<file path="src/rtl/sync_fifo.sv">
// Single-clock FIFO, any DEPTH >= 2, with occupancy count and programmable almost-full/almost-empty thresholds.
// Latency: a write is readable one edge later; dout and rd_valid are registered one cycle after the read is accepted.
// Backpressure: writes are refused at full unless a read is accepted in the same cycle; reads are refused at empty.
// Optional feature macro: SYNC_FIFO_ERR_FLAGS_EN adds sticky overflow/underflow outputs.
module sync_fifo #(
  parameter int DEPTH    = 8,
  parameter int WIDTH    = 16,
  parameter int AF_LEVEL = DEPTH - 1,
  parameter int AE_LEVEL = 1,
  parameter int CW       = $clog2(DEPTH + 1)
) (
  input  logic             CLK,
  input  logic             rst,
  input  logic             write_en,
  input  logic [WIDTH-1:0] din,
  input  logic             read_en,
  output logic [WIDTH-1:0] dout,
  output logic             rd_valid,
  output logic             full,
  output logic             empty,
  output logic             almost_full,
  output logic             almost_empty,
  output logic [CW-1:0]    count
`ifdef SYNC_FIFO_ERR_FLAGS_EN
  ,
  output logic             overflow,
  output logic             underflow
`endif
);

  localparam int PW = $clog2(DEPTH);

  logic [WIDTH-1:0] mem_q [DEPTH];

  logic [PW-1:0]    wptr_q, wptr_d;
  logic [PW-1:0]    rptr_q, rptr_d;
  logic [CW-1:0]    count_q, count_d;
  logic [WIDTH-1:0] dout_q, dout_d;
  logic             rd_valid_q, rd_valid_d;
  logic             rd_acc, wr_acc;
  logic             empty_w, full_w;

  // Flags come straight from the count register so they only move on clock edges.
  always_comb begin
    empty_w      = (count_q == '0);
    full_w       = (count_q == CW'(DEPTH));
    empty        = empty_w;
    full         = full_w;
    almost_full  = (count_q >= CW'(AF_LEVEL));
    almost_empty = (count_q <= CW'(AE_LEVEL));
    count        = count_q;
    dout         = dout_q;
    rd_valid     = rd_valid_q;
  end

  // Accept logic, pointer wrap at DEPTH-1, occupancy and read-data next state.
  always_comb begin
    rd_acc     = read_en && !empty_w;
    // A read accepted at full frees a slot, so the write may proceed alongside it.
    wr_acc     = write_en && (!full_w || rd_acc);
    wptr_d     = wptr_q;
    rptr_d     = rptr_q;
    count_d    = count_q;
    dout_d     = dout_q;
    rd_valid_d = rd_acc;
    if (wr_acc) begin
      wptr_d = (wptr_q == PW'(DEPTH - 1)) ? '0 : wptr_q + 1'b1;
    end
    if (rd_acc) begin
      rptr_d = (rptr_q == PW'(DEPTH - 1)) ? '0 : rptr_q + 1'b1;
      dout_d = mem_q[rptr_q];
    end
    case ({wr_acc, rd_acc})
      2'b10:   count_d = count_q + 1'b1;
      2'b01:   count_d = count_q - 1'b1;
      default: count_d = count_q;
    endcase
  end

  // Control state register; queued data is discarded on a reset edge.
  always_ff @(posedge CLK) begin
    if (rst) begin
      wptr_q     <= '0;
      rptr_q     <= '0;
      count_q    <= '0;
      dout_q     <= '0;
      rd_valid_q <= 1'b0;
    end else begin
      wptr_q     <= wptr_d;
      rptr_q     <= rptr_d;
      count_q    <= count_d;
      dout_q     <= dout_d;
      rd_valid_q <= rd_valid_d;
    end
  end

  // Storage array; contents are not cleared by reset, and writes during reset are ignored.
  always_ff @(posedge CLK) begin
    if (!rst && wr_acc) begin
      mem_q[wptr_q] <= din;
    end
  end

`ifdef SYNC_FIFO_ERR_FLAGS_EN
  logic overflow_q, overflow_d;
  logic underflow_q, underflow_d;

  // Sticky error flags: set by any refused request, cleared only by reset.
  always_comb begin
    overflow_d  = overflow_q  | (write_en && !wr_acc);
    underflow_d = underflow_q | (read_en && empty_w);
    overflow    = overflow_q;
    underflow   = underflow_q;
  end

  // Error flag registers.
  always_ff @(posedge CLK) begin
    if (rst) begin
      overflow_q  <= 1'b0;
      underflow_q <= 1'b0;
    end else begin
      overflow_q  <= overflow_d;
      underflow_q <= underflow_d;
    end
  end
`endif

endmodule

</file>
<file path="config.mk">
export PLATFORM = sky130hd
export DESIGN_NAME = sync_fifo
export DESIGN_NICKNAME = d
export VERILOG_FILES = /design/src/rtl/sync_fifo.sv
export SDC_FILE = /design/constraint.sdc
export NUM_CORES = 1
export LEC_CHECK = 0
export ABC_AREA = 0
export BUFFER_PORTS_ARGS = -buffer_cell sky130_fd_sc_hd__buf_2
export CAP_MARGIN = 20
export CORE_UTILIZATION = 50
export CTS_CLUSTER_SIZE = 8
export DETAILED_ROUTE_END_ITERATION = 8
export GPL_ROUTABILITY_DRIVEN = 0
export HOLD_SLACK_MARGIN = 0.03
export PLACE_DENSITY = 0.68
export SYNTH_ARGS = -nofsm -noshare
export SYNTH_HDL_FRONTEND = slang
export SYNTH_SLANG_ARGS = --single-unit
</file>
<file path="constraint.sdc">
create_clock -name CLK -period 3.67 [get_ports CLK]
set_input_delay 0.367 -clock CLK [delete_from_list [all_inputs] [get_ports CLK]]
set_output_delay 0.367 -clock CLK [all_outputs]
set_load 0.01 [all_outputs]
</file>
==> After elaboration in Yosys (flattened, before gate mapping) <==
Memory sizes are Yosys's and may differ from the RTL's. A register that Yosys moved wholly into a read port is not among the register bits.
Index checks and enable logic that the tools add are counted.
{ "classes": {"addsub": 4, "n_lt_le_gt_ge": 2, "eq_ne": 5, "n_mux": 5, "reduce_logical": 9} }
{ "ops": {"columns": ["operator", "count"], "rows": [
  ["$pmux W4 S2", 1],
  ["$add A3 B1 Y3 const B", 2],
  ["$eq A3 B3 Y1 const B", 2],
  ["$mux W3", 2],
  ["$add A4 B1 Y4 const B", 1],
  ["$eq A4 B4 Y1 const B", 1],
  ["$ge A4 B3 Y1 const B", 1],
  ["$le A4 B1 Y1 const B", 1],
  ["$logic_not A4 Y1", 1],
  ["$sub A4 B1 Y4 const B", 1],
  ["$logic_and A1 B1 Y1", 3],
  ["$logic_not A1 Y1", 3],
  ["$eq A2 B1 Y1 const B", 1],
  ["$eq A2 B2 Y1 const B", 1],
  ["$mux W1", 2],
  ["$reduce_bool A2 Y1", 1],
  ["$logic_or A1 B1 Y1", 1]
]} }
{ "totals": {"reg_bits": 11, "ramBits": 128, "inputBits": 20, "word_cells": 30, "mem_count": 1} }
{ "mem_list": {"columns": ["memory", "depth", "word_bits", "read_ports", "rd_clocked_by_memory_dff", "write_ports", "line", "text"], "rows": [
  ["mem_q", 8, 16, 1, 1, 1, "33", "logic [WIDTH-1:0] mem_q [DEPTH];"]
]} }

==> Longest topological paths before layout <==
Gate-level depths: netlist of the first run.
{ "depth": {"ltp_word": 8, "ltp_mapped": 8} }

==> Worst setup path after synthesis of the first run <==
OpenSTA, ideal clock, no wires.
{ "synth_path": {"path_type": "register to register", "start": "register count_q[1] (netlist: count[1])", "end": "memory mem_q[0][0] (enable)", "setup_time_ps": 436, "arrival_ps": 2782, "required_time_ps": 3234, "slack_ps": 452, "path_stages_with_launch": 6, "n_path_buf": 0, "synth_period_minus_slack_ps": 3218, "cell_sequence": "dfxtp_1 -> inv_1 -> ha_1 -> nand3b_4 -> o21ai_2 -> nor4b_1"} }
{ "synth_between": {"elab_chain_cells": 8} }
{ "synth_rtl": {"columns": ["item", "line", "text"], "rows": [
  ["from (decl)", "37", "logic [CW-1:0] count_q, count_d;"],
  ["from (signal assigned)", "91", "count_q <= count_d;"],
  ["$logic_not A4 Y1", "45", "empty_w = (count_q == '0);"],
  ["$logic_not A1 Y1", "58", "rd_acc = read_en && !empty_w;"],
  ["$logic_and A1 B1 Y1", "58", null],
  ["$logic_or A1 B1 Y1 (*)", "60", "wr_acc = write_en && (!full_w || rd_acc);"],
  ["$logic_and A1 B1 Y1 (*)", "60", null],
  ["$logic_and A1 B1 Y1 (*)", "99", "if (!rst && wr_acc) begin"],
  ["$mux W1 (*)", "99", null],
  ["$mux W1 (not written as such) (*)", "100", "mem_q[wptr_q] <= din;"],
  ["to (decl)", "33", null]
]} }
Every way passes the cells marked *; elsewhere a longest branch is shown, timed or not.

==> Worst setup path in the final report of the first run <==
{ "layout_path": {"start": "register count_q[0] (netlist: count[0])", "end": "memory mem_q[6][14] (enable)"} }
Same word-level chain as after synthesis.

==> flow_metrics.py, run 1 <==
metrics = {
    "outcome": {
        "status": "complete, no violations",
    },
    "layout": {
        "n_antenna_cell": 0,
        "fill_cells": 914,
        "syn2layout_area_growth_pct": 17.9,
        "drive_above_1_share": 0.210,
        "layout_commonest_cell": "edfxtp_1",
        "layout_common_cells": "edfxtp_1 (128), mux2i_1 (63), buf_2 (44)",
        "layout.nets": 490,
    },
    "timing": {
        "skew_ns": 0.00613,
        "setup_viol": 0,
        "tightest_slew_ns": 0.958,
        "hold_violations": 0,
        "slew_headroom": 0.361,
        "grt_setup_unrepaired": "no",
        "period_share": 0.581,
        "drv_slew": 0,
        "tns_ns": 0,
        "fmax_mhz": 469,
        "min_period_ns": 2.13,
        "whs_ns": 0.216,
    },
    "detailed_routing": {
        "antenna_left": 0,
        "drc_errors": 0,
        "vias": 3519,
        "drt_iter0_drc": 244,
        "dr.pass1.iters": 4,
        "avgViaCountPerCell": 5.46,
        "finalWirelength_um": 11500,
        "detail_route.wl_per_cell_um": 17.8,
    },
    "global_routing": {
        "grt_overflow": 0,
        "grt_use_total": 0.195,
        "grt_pass1_vias": 3303,
        "grt_pass1_wl_um": 18000,
        "antenna_found_initial": 0,
        "grt_start_max_net_pins": 56,
    },
    "clocking": {
        "cts_setup_buffers": 0,
        "clock_sinks": 155,
        "cts_resized": 0,
        "ctsHoldBuffers": 0,
        "clk_pin_slew_worst_paths_ns": 0.06,
        "cts_tree": "done",
        "numCtsBuffers": 17,
        "cts_max_level": 4,
        "cts_buffer_depth": 2,
        "root_buffer": "clkbuf_16",
        "worstSkewPairLatency_ns": 0.42,
    },
    "power_and_ir_drop": {
        "power.internal_mw": 3.74,
        "swShare": 0.260,
        "power_density_nw_per_um2": 692,
        "power_frac_seq": 0.429,
        "p_leak_nw": 2.45,
        "power.share.combinational": 0.178,
        "ir_worst_vdd_uv": 371,
        "clkPwrFrac": 0.393,
        "p_switching_mw": 1.32,
    },
    "floorplanning": {
        "io_pins": 45,
        "start_util": 0.514,
        "rows": 40,
        "die_h_um": 113,
        "core_sq_um": 12100,
        "die_w_um": 113,
        "dieArea_sq_um": 12800,
    },
    "synth": {
        "yosys_warnings": 0,
        "yosysTopAreaCell": "edfxtp_1",
        "ys_ff_latch": 155,
        "yosysUniqueCellTypes": 44,
        "syn_avg_cell_area_sq_um": 15.1,
        "seq_area_frac_synth": 0.707,
        "synth_cells": 410,
        "synth_top_area_frac": 0.620,
        "ys.flop_type": "edfxtp_1",
        "syn-num-nets": 437,
        "synth_edf_count": 128,
        "netlist_area_sq_um": 6200,
        "yosys-top-cells-area": "edfxtp_1 (62%), mux2i_1 (10%), dfxtp_1 (8.7%)",
        "async_flop_share": 0,
    },
    "setup_path": {
        "crit_arrival_ns": 2.23,
        "startpoint_type": "flop",
        "cp_max_fo": 16,
        "crit_required_ns": 3.77,
        "crit_path_end_kind": "flop",
        "critPathKind": "reg -> reg",
    },
    "hold_path": {
        "worst_hold_path_type": "in -> reg",
    },
    "placement": {
        "place_hpwl_um": 6890,
        "port_buffers": 44,
    },
    "run": {
        "cap_violations": 0,
    },
}
-- synth_stat cells, types with 2 or more instances --
| cell | instances |
|---|---|
| o22ai_1 | 30 |
| or3_1 | 4 |
| nor4b_1 | 2 |
| dfxtp_1 | 27 |
| nor4_1 | 3 |
| o21ai_1 | 13 |
| clkbuf_1 | 5 |
| o21ai_0 | 4 |
| buf_2 | 11 |
| o21ai_2 | 2 |
| nand2b_1 | 4 |
| mux2i_1 | 63 |
| nand2_1 | 28 |
| nor3_1 | 3 |
| nor2_1 | 11 |
| mux4_2 | 2 |
| edfxtp_1 | 128 |
| ha_1 | 7 |
| a21oi_1 | 23 |
| buf_4 | 7 |
| nand3b_1 | 3 |
| inv_1 | 4 |
| nor2b_1 | 5 |
-- layout make-up --
type	count	area, sq um	area share
timing repair buffer	58	325	0.0445
multi-input combinational	227	1690	0.231
tap	168	210	0.0288
clock inverter	14	249	0.0341
inverter	4	15.0	0.00205
sequential	155	4390	0.601
clock buffer	18	429	0.0587
-- per-stage QoR --
| stage | util | std cells | total power, mW | area [sq um] | setup slack [ns] |
|---|---|---|---|---|---|
| after floorplan | - | 410 | 2.83 | 6200 | 0.452 |
| after global placement | 0.550 | 612 | 3.09 | 6630 | 1.64 |
| after detailed placement | 0.550 | 612 | 3.11 | 6630 | 1.54 |
| after CTS | 0.606 | 644 | 5.10 | 7310 | 1.53 |
| after global routing | 0.606 | 644 | 5.28 | 7310 | 1.30 |
| final | 0.606 | 644 | 5.06 | 7310 | 1.54 |
-- sequential cells by signal, indices dropped and copies added (netlist names) --
| register | cells |
|---|---|
| rptr_q | 3 |
| wptr_q | 3 |
| mem_q | 128 |
| dout | 16 |
| count | 4 |
| rd_valid | 1 |
-- worst max-delay path, stage by stage, from the launching register on --
cell and delay, ns:
dfxtp_1 0.43, inv_1 0.10, ha_1 0.32, nand3b_4 0.13, o21a_1 0.23, nand3b_1 0.18
nor2_1 0.14, buf_4 0.27
-- layer usage --
metal / global-route usage / vias to the layer above / part of all wire
met1: 0.263 / 1745 / 0.47
met4: 0.0816 / 0 / 0.014
met2: 0.298 / 75 / 0.48
met5: 0 / - / 0
li1: - / 1686 / -
met3: 0.0568 / 13 / 0.039
-- power by group through the flow --
stage / combinational, mW / sequential, mW / clock [mW]
after global routing: 0.988 / 2.19 / 2.11
after floorplan: 0.668 / 2.16 / 0
after global placement: 0.890 / 2.20 / 0
after CTS: 0.907 / 2.17 / 2.02
after detailed placement: 0.905 / 2.21 / 0
final: 0.898 / 2.17 / 1.99
-- logic make-up after synthesis --
| group | synth area share |
|---|---|
| buffers and inverters | 0.0246 |
| DFF | 0.707 |
| xor gates and xnor gates | 0.00141 |
| muxes | 0.111 |
| adders and majority gates | 0.0141 |
| and+or+nand+nor | 0.0608 |
| AOI/OAI and AO/OA | 0.0808 |
-- path summary, 6_finish.rpt --
path / start / endpoint / slack (ns) / depth (start not counted)
min: din[0] / mem_q[2][0] / 0.22 / 1
min reg2reg: dout[4] / dout[4] / 0.45 / 2
max: count[0] / mem_q[6][14] / 1.54 / 7
max reg2reg: count[0] / mem_q[6][14] / 1.54 / 7
No activity file was read; power rests on OpenSTA's default activity.
==> run 2: changes to the inputs <==
--- a/config.mk
+++ b/config.mk
@@ -5,7 +5,7 @@
 export SDC_FILE = /design/constraint.sdc
 export NUM_CORES = 1
 export LEC_CHECK = 0
-export ABC_AREA = 0
+export ABC_AREA = 1
 export BUFFER_PORTS_ARGS = -buffer_cell sky130_fd_sc_hd__buf_2
 export CAP_MARGIN = 20
 export CORE_UTILIZATION = 50
@@ -13,7 +13,7 @@
 export DETAILED_ROUTE_END_ITERATION = 8
 export GPL_ROUTABILITY_DRIVEN = 0
 export HOLD_SLACK_MARGIN = 0.03
-export PLACE_DENSITY = 0.68
+export PLACE_DENSITY = 0.71
 export SYNTH_ARGS = -nofsm -noshare
 export SYNTH_HDL_FRONTEND = slang
 export SYNTH_SLANG_ARGS = --single-unit
==> constraint.sdc (replaced) <==
create_clock -name CLK -period 1.85 [get_ports CLK]
set_input_delay 0.185 -clock CLK [delete_from_list [all_inputs] [get_ports CLK]]
set_output_delay 0.185 -clock CLK [all_outputs]
set_load 0.01 [all_outputs]
==> run 2 against run 1 <==
Effect of this change:
- setup slack lost 1.5 ns
- total power up 87%
- synthesized cell count rose by 64%
- non-clock buffer count up 12
- critical endpoint is now mem_q[1][3]
==> flow_metrics.py, run 2 <==
metrics = {
    "synth": {
        "yosysMostFrequentCell": "nand2_1",
        "yosysTopAreaCell": "edfxtp_1",
        "synth_top_area_frac": 0.576,
        "ys.flop_type": "edfxtp_1",
        "syn-num-nets": 701,
        "yosys_warnings": 0,
        "async_flop_share": 0,
        "seq_area_frac_synth": 0.657,
        "yosysUniqueCellTypes": 27,
        "ys_ff_latch": 155,
        "yosys-top-cells-area": "edfxtp_1 (58%), nand2_1 (11%), dfxtp_1 (8.1%)",
        "synth.top_cells.by_count": "nand2_1 (202), edfxtp_1 (128), inv_1 (108), nand3_1 (105), dfxtp_1 (27)",
        "synth_edf_count": 128,
        "netlist_area_sq_um": 6680,
        "syn_avg_cell_area_sq_um": 9.90,
        "synth_cells": 674,
    },
    "detailed_routing": {
        "drc_errors": 0,
        "drt_iter0_drc": 496,
        "detail_route.wl_per_cell_um": 17.1,
        "dr.pass1.iters": 8,
        "antenna_left": 0,
        "finalWirelength_um": 15700,
        "vias": 4814,
        "avgViaCountPerCell": 5.24,
    },
    "power_and_ir_drop": {
        "power_frac_seq": 0.430,
        "power.share.combinational": 0.196,
        "power.internal_mw": 6.85,
        "p_switching_mw": 2.63,
        "p_leak_nw": 3.50,
        "ir_worst_vdd_uv": 663,
        "clkPwrFrac": 0.374,
        "swShare": 0.277,
        "power_density_nw_per_um2": 1180,
    },
    "placement": {
        "dp.cells": 879,
        "place_hpwl_um": 10500,
        "port_buffers": 44,
    },
    "clocking": {
        "clk_pin_slew_worst_paths_ns": 0.06,
        "worstSkewPairLatency_ns": 0.43,
        "clock_sinks": 155,
        "root_buffer": "clkbuf_16",
        "cts_tree": "done",
        "cts_buffer_depth": 2,
        "ctsHoldBuffers": 0,
        "cts_max_level": 4,
        "numCtsBuffers": 17,
    },
    "floorplanning": {
        "dieArea_sq_um": 13800,
        "rows": 41,
        "io_pins": 45,
        "start_util": 0.520,
        "core_sq_um": 12800,
        "die_w_um": 118,
        "die_h_um": 118,
    },
    "layout": {
        "largest_reg_flops": 128,
        "instances_no_fill": 918,
        "layout_common_cells": "nand2_1 (201), edfxtp_1 (128), inv_1 (106)",
        "utilization": 0.624,
        "drive_above_1_share": 0.176,
        "layout_commonest_cell": "nand2_1",
        "layout.nets": 761,
        "syn2layout_area_growth_pct": 19.9,
        "top_register": "mem_q",
        "n_antenna_cell": 0,
    },
    "setup_path": {
        "critPathKind": "reg -> reg",
        "reg2reg_depth": 10,
        "crit_path_top_delay_cell": "dfxtp_4",
        "cp_max_fo": 8,
        "crit_required_ns": 1.99,
        "crit_path_end_kind": "flop",
        "regToRegEndpoint": "mem_q[1][3]",
        "crit_arrival_ns": 1.94,
        "crit-reg2reg-launch": "count[0]",
        "crit_chain": "inv_4, ha_4, nand2_2, nor2_2, nand2_2, nand2_4, nor2_4, nand2_4, nor2_4, clkbuf_16",
        "crit_path_max_incr_delay_ns": 0.38,
        "r2r_slack_ns": 0.05,
        "startpoint_type": "flop",
    },
    "outcome": {
        "status": "complete, no violations",
    },
    "timing": {
        "fmax_mhz": 556,
        "min_period_ns": 1.80,
        "hold_violations": 0,
        "drv_slew": 0,
        "tightest_slew_ns": 0.486,
        "slew_headroom": 0.676,
        "skew_ns": 0.00623,
        "setup_viol": 0,
        "period_share": 0.973,
    },
    "global_routing": {
        "antenna_found_initial": 0,
        "grt_pass1_vias": 4730,
        "grt_start_max_net_pins": 45,
        "grt_use_total": 0.241,
        "grt_pass1_wl_um": 24900,
        "grt_overflow": 0,
    },
    "hold_path": {
        "min_to": "mem_q[6][4]",
        "worst_hold_path_type": "in -> reg",
        "min-delay-start": "din[4]",
        "hold_depth": 1,
    },
    "run": {
        "cap_violations": 0,
    },
}
==> run 2: cell count changes after synthesis, moves of 5 or more <==
cell / delta
nand2_1: +174
inv_1: +104
nand3_1: +104
mux2i_1: -63
o22ai_1: -30
o21ai_1: -13
nor2_1: +9
inv_2: +5
nor2b_1: -5
==> run 2: how the worst max path moves through the flow <==
stage               cells past startpoint      endpoint      from  slack, ns
floorplan                               9   mem_q[1][0]  count[0]       0.01
global placement                       10   mem_q[1][1]  count[0]       0.07
detailed placement                     10   mem_q[1][2]  count[0]       0.02
CTS                                    10  mem_q[1][12]  count[0]      0.008
global route                           10   mem_q[1][9]  count[0]      -0.01
finish                                 10   mem_q[1][3]  count[0]       0.05
==> run 2: through the flow <==
stage | power, mW | hold slack (ns) | area (sq um) | worst slack [ns] | TNS (ns)
after global routing | 9.88 | 0.0736 | 8000 | -0.0101 | -0.0657
after global placement | 5.85 | 0.450 | 7310 | 0.0688 | 0
after detailed placement | 5.91 | 0.455 | 7310 | 0.0154 | 0
after CTS | 9.44 | 0.0614 | 7920 | 0.00832 | 0
after floorplan | 5.32 | 0.284 | 6770 | 0.0149 | 0
final | 9.47 | 0.0683 | 8000 | 0.0505 | 0
==> run 2: final cells by class <==
| class | instances | area, sq um |
|---|---|---|
| Tap cell | 172 | 215 |
| Sequential cell | 155 | 4390 |
| Multi-Input combinational cell | 375 | 1790 |
| Fill cell | 1020 | 4820 |
| Inverter | 115 | 443 |
| Clock inverter | 7 | 113 |
| Timing Repair Buffer | 70 | 558 |
| Clock buffer | 24 | 492 |
==> run 2: what timing repair did <==
item | CTS | global route
endpoints found under the setup margin | 0 | 129
resized for setup | 0 | 3
buffers inserted | 0 | 7
==> run 2: cell families (layout without fill, tap and decap cells) <==
group	count (synthesis)	in the layout	share of synthesized area
AO/OA/AOI/OAI	25	25	0.0191
XOR/XNOR	1	1	0.00131
adder cells (fa/ha/maj)	7	7	0.0131
buffers and inverters	144	216	0.0885
flip-flops	155	155	0.657
AND/OR/NAND/NOR	342	342	0.221
==> run 2: power by group through the flow <==
stage | Sequential (mW) | Clock, mW | Combinational, mW
final | 4.07 | 3.55 | 1.86
after CTS | 4.07 | 3.58 | 1.78
after global routing | 4.09 | 3.74 | 2.04
after floorplan | 4.17 | 0 | 1.16
after detailed placement | 4.14 | 0 | 1.77
after global placement | 4.13 | 0 | 1.72
==> run 2: critical path, delay by kind of cell, from the launching register on <==
| kind | cells | cell delay, ns |
|---|---|---|
| buffers and inverters | 2 | 0.24 |
| flip-flops | 1 | 0.38 |
| AND/OR/NAND/NOR | 7 | 0.72 |
| adder cells (fa/ha/maj) | 1 | 0.15 |
==> run 2: per-layer routing <==
layer / part of all wire / global-route usage / up-vias
met5: 0 / 0 / -
met4: 0.022 / 0.103 / 0
met3: 0.090 / 0.0528 / 31
met2: 0.46 / 0.364 / 228
met1: 0.43 / 0.336 / 2258
li1: - / - / 2297
==> run 3: changes to the inputs <==
--- a/config.mk
+++ b/config.mk
@@ -8,12 +8,13 @@
 export ABC_AREA = 1
 export BUFFER_PORTS_ARGS = -buffer_cell sky130_fd_sc_hd__buf_2
 export CAP_MARGIN = 20
-export CORE_UTILIZATION = 50
+export CORE_UTILIZATION = 25
 export CTS_CLUSTER_SIZE = 8
 export DETAILED_ROUTE_END_ITERATION = 8
 export GPL_ROUTABILITY_DRIVEN = 0
 export HOLD_SLACK_MARGIN = 0.03
-export PLACE_DENSITY = 0.71
+export PLACE_DENSITY = 0.41
+export SLEW_MARGIN = 20
 export SYNTH_ARGS = -nofsm -noshare
 export SYNTH_HDL_FRONTEND = slang
 export SYNTH_SLANG_ARGS = --single-unit
==> constraint.sdc (replaced) <==
create_clock -name CLK -period 1.85 [get_ports CLK]
set_input_delay 0.2775 -clock CLK [delete_from_list [all_inputs] [get_ports CLK]]
set_output_delay 0.2775 -clock CLK [all_outputs]
set_load 0.01 [all_outputs]
==> run 3 against run 2 <==
Effect of this change:
- the flow now finishes with violations (design-rule violations)
- flip-flop and latch count stayed put
- register-to-register slack worse by 0.04 ns
- cell area is 4.1% higher
- combinational power is 7% higher
- global-route usage is 11 points lower
==> flow_metrics.py, run 3 (synthesis gave the netlist of run 2 again) <==
metrics = {
    "layout": {
        "layout.nets": 770,
        "layout_common_cells": "nand2_1 (200), edfxtp_1 (128), inv_1 (105), nand3_1 (105), buf_2 (42)",
        "n_antenna_cell": 0,
        "drive_above_1_share": 0.190,
        "largest_reg_flops": 128,
        "top_register": "mem_q",
        "final_area_sq_um": 8330,
        "syn2layout_area_growth_pct": 24.9,
        "layout_commonest_cell": "nand2_1",
    },
    "global_routing": {
        "grt_overflow": 0,
        "grt_start_max_net_pins": 66,
        "grt.met1_usage": 0.178,
        "gr-max-usage-layer": "met2",
        "antenna_found_initial": 0,
        "grtUsageMet2": 0.206,
        "grt_use_total": 0.130,
        "grt_pass1_wl_um": 25900,
        "grt_pass1_vias": 4475,
        "use_met3": 0.0267,
    },
    "power_and_ir_drop": {
        "power_frac_seq": 0.427,
        "power_density_nw_per_um2": 1140,
        "p_switching_mw": 2.76,
        "power.internal_mw": 6.72,
        "p_leak_nw": 3.54,
        "power.share.combinational": 0.210,
        "clkPwrFrac": 0.363,
        "ir_worst_vdd_uv": 653,
        "swShare": 0.292,
    },
    "hold_path": {
        "hold_depth": 1,
        "worst_hold_path_type": "in -> reg",
    },
    "setup_path": {
        "reg2reg_depth": 10,
        "critPathKind": "reg -> reg",
        "crit_required_ns": 1.99,
        "crit_arrival_ns": 1.98,
        "startpoint_type": "flop",
        "cp_max_fo": 5,
        "r2r_slack_ns": 0.01,
        "crit_path_end_kind": "flop",
    },
    "timing": {
        "grt_setup_unrepaired": "yes",
        "slew_headroom": 0.773,
        "postLayoutSetupSlackWorst_ns": 0.0113,
        "period_share": 0.994,
        "setup_viol": 0,
        "skew_ns": 0.00980,
        "hold_violations": 0,
        "min_period_ns": 1.84,
        "drv_slew": 0,
        "fmax_mhz": 544,
        "tightest_slew_ns": 0.341,
    },
    "run": {
        "cap_violations": 0,
    },
    "floorplanning": {
        "dieArea_sq_um": 27400,
        "die_h_um": 165,
        "core_sq_um": 26100,
        "start_util": 0.255,
        "die_w_um": 165,
        "io_pins": 45,
        "rows": 59,
    },
    "detailed_routing": {
        "vias": 4465,
        "drc_errors": 6,
        "avgViaCountPerCell": 4.09,
        "drt_iter0_drc": 252,
        "detail_route.wl_per_cell_um": 14.9,
        "antenna_left": 0,
        "finalWirelength_um": 16300,
        "dr.pass1.iters": 9,
    },
    "clocking": {
        "clk_pin_slew_worst_paths_ns": 0.07,
        "numCtsBuffers": 17,
        "root_buffer": "clkbuf_16",
        "worstSkewPairLatency_ns": 0.42,
        "cts_tree": "done",
        "clock_sinks": 155,
        "cts_max_level": 4,
        "cts_buffer_depth": 2,
    },
    "placement": {
        "place_hpwl_um": 10200,
        "pre_cts_ws_ns": 0.00766,
        "port_buffers": 44,
        "placed_area_sq_um": 7630,
    },
    "outcome": {
        "violations": "design-rule violations",
        "status": "finished with violations",
    },
}
[run 3: power by group through the flow]
stage	clock network [mW]	registers, mW	logic (mW)
5_1_grt	3.69	4.07	2.25
4_1_cts	3.54	4.06	1.93
6_report	3.44	4.05	1.99
3_3_place_gp	0	4.13	1.93
3_5_place_dp	0	4.13	1.92
2_1_floorplan	0	4.17	1.16
[run 3: cell type report]
type                    count  area [sq um]
fillers                  2763         17800
well taps                 335           419
repair buffers             79           692
inverters                 115           442
clock inverters            14           146
clock buffers              18           439
multi-input cells         375          1800
flip-flops and latches    155          4390
[run 3: critical path, stage by stage, from the launching register on]
cell,delay [ns]
dfxtp_4,0.38
inv_4,0.05
ha_4,0.16
nand2_4,0.06
nor2_4,0.03
nand2_2,0.09
nand2_4,0.06
nor2_4,0.16
nand2_4,0.11
nor2_4,0.25
clkbuf_16,0.20
[run 3: per-layer routing]
metal | routed length (um) | vias up | part of all wire
met3 | 627 | 13 | 0.038
met1 | 8080 | 2062 | 0.50
met5 | 0 | - | 0
li1 | - | 2314 | -
met4 | 197 | 0 | 0.012
met2 | 7410 | 76 | 0.45
[run 3: worst paths after layout]
kind,startpoint,endpoint
worst max-delay path,count[1],mem_q[7][5]
worst min-delay path,din[10],mem_q[7][10]
worst max register to register,count[1],mem_q[7][5]
worst min register to register,dout[8],dout[8]
[run 3: stage by stage]
stage / util / setup TNS (ns) / hold WS, ns / instances / power [mW]
6_report: 0.319 / 0 / 0.132 / 1091 / 9.48
2_1_floorplan: - / 0 / 0.376 / 674 / 5.32
4_1_cts: 0.315 / 0 / 0.128 / 1083 / 9.53
3_5_place_dp: 0.292 / 0 / 0.454 / 1051 / 6.05
3_3_place_gp: 0.292 / 0 / 0.452 / 1051 / 6.05
5_1_grt: 0.319 / -1.18 / 0.130 / 1091 / 10.0
[run 3: what timing repair did]
item	4_1_cts	5_1_grt
hold buffers	0	0
endpoints found under the hold margin	0	0
resized for setup	1	9
gates cloned	0	1
buffers inserted	0	7
endpoints found under the setup margin	9	128
pin swaps	0	6
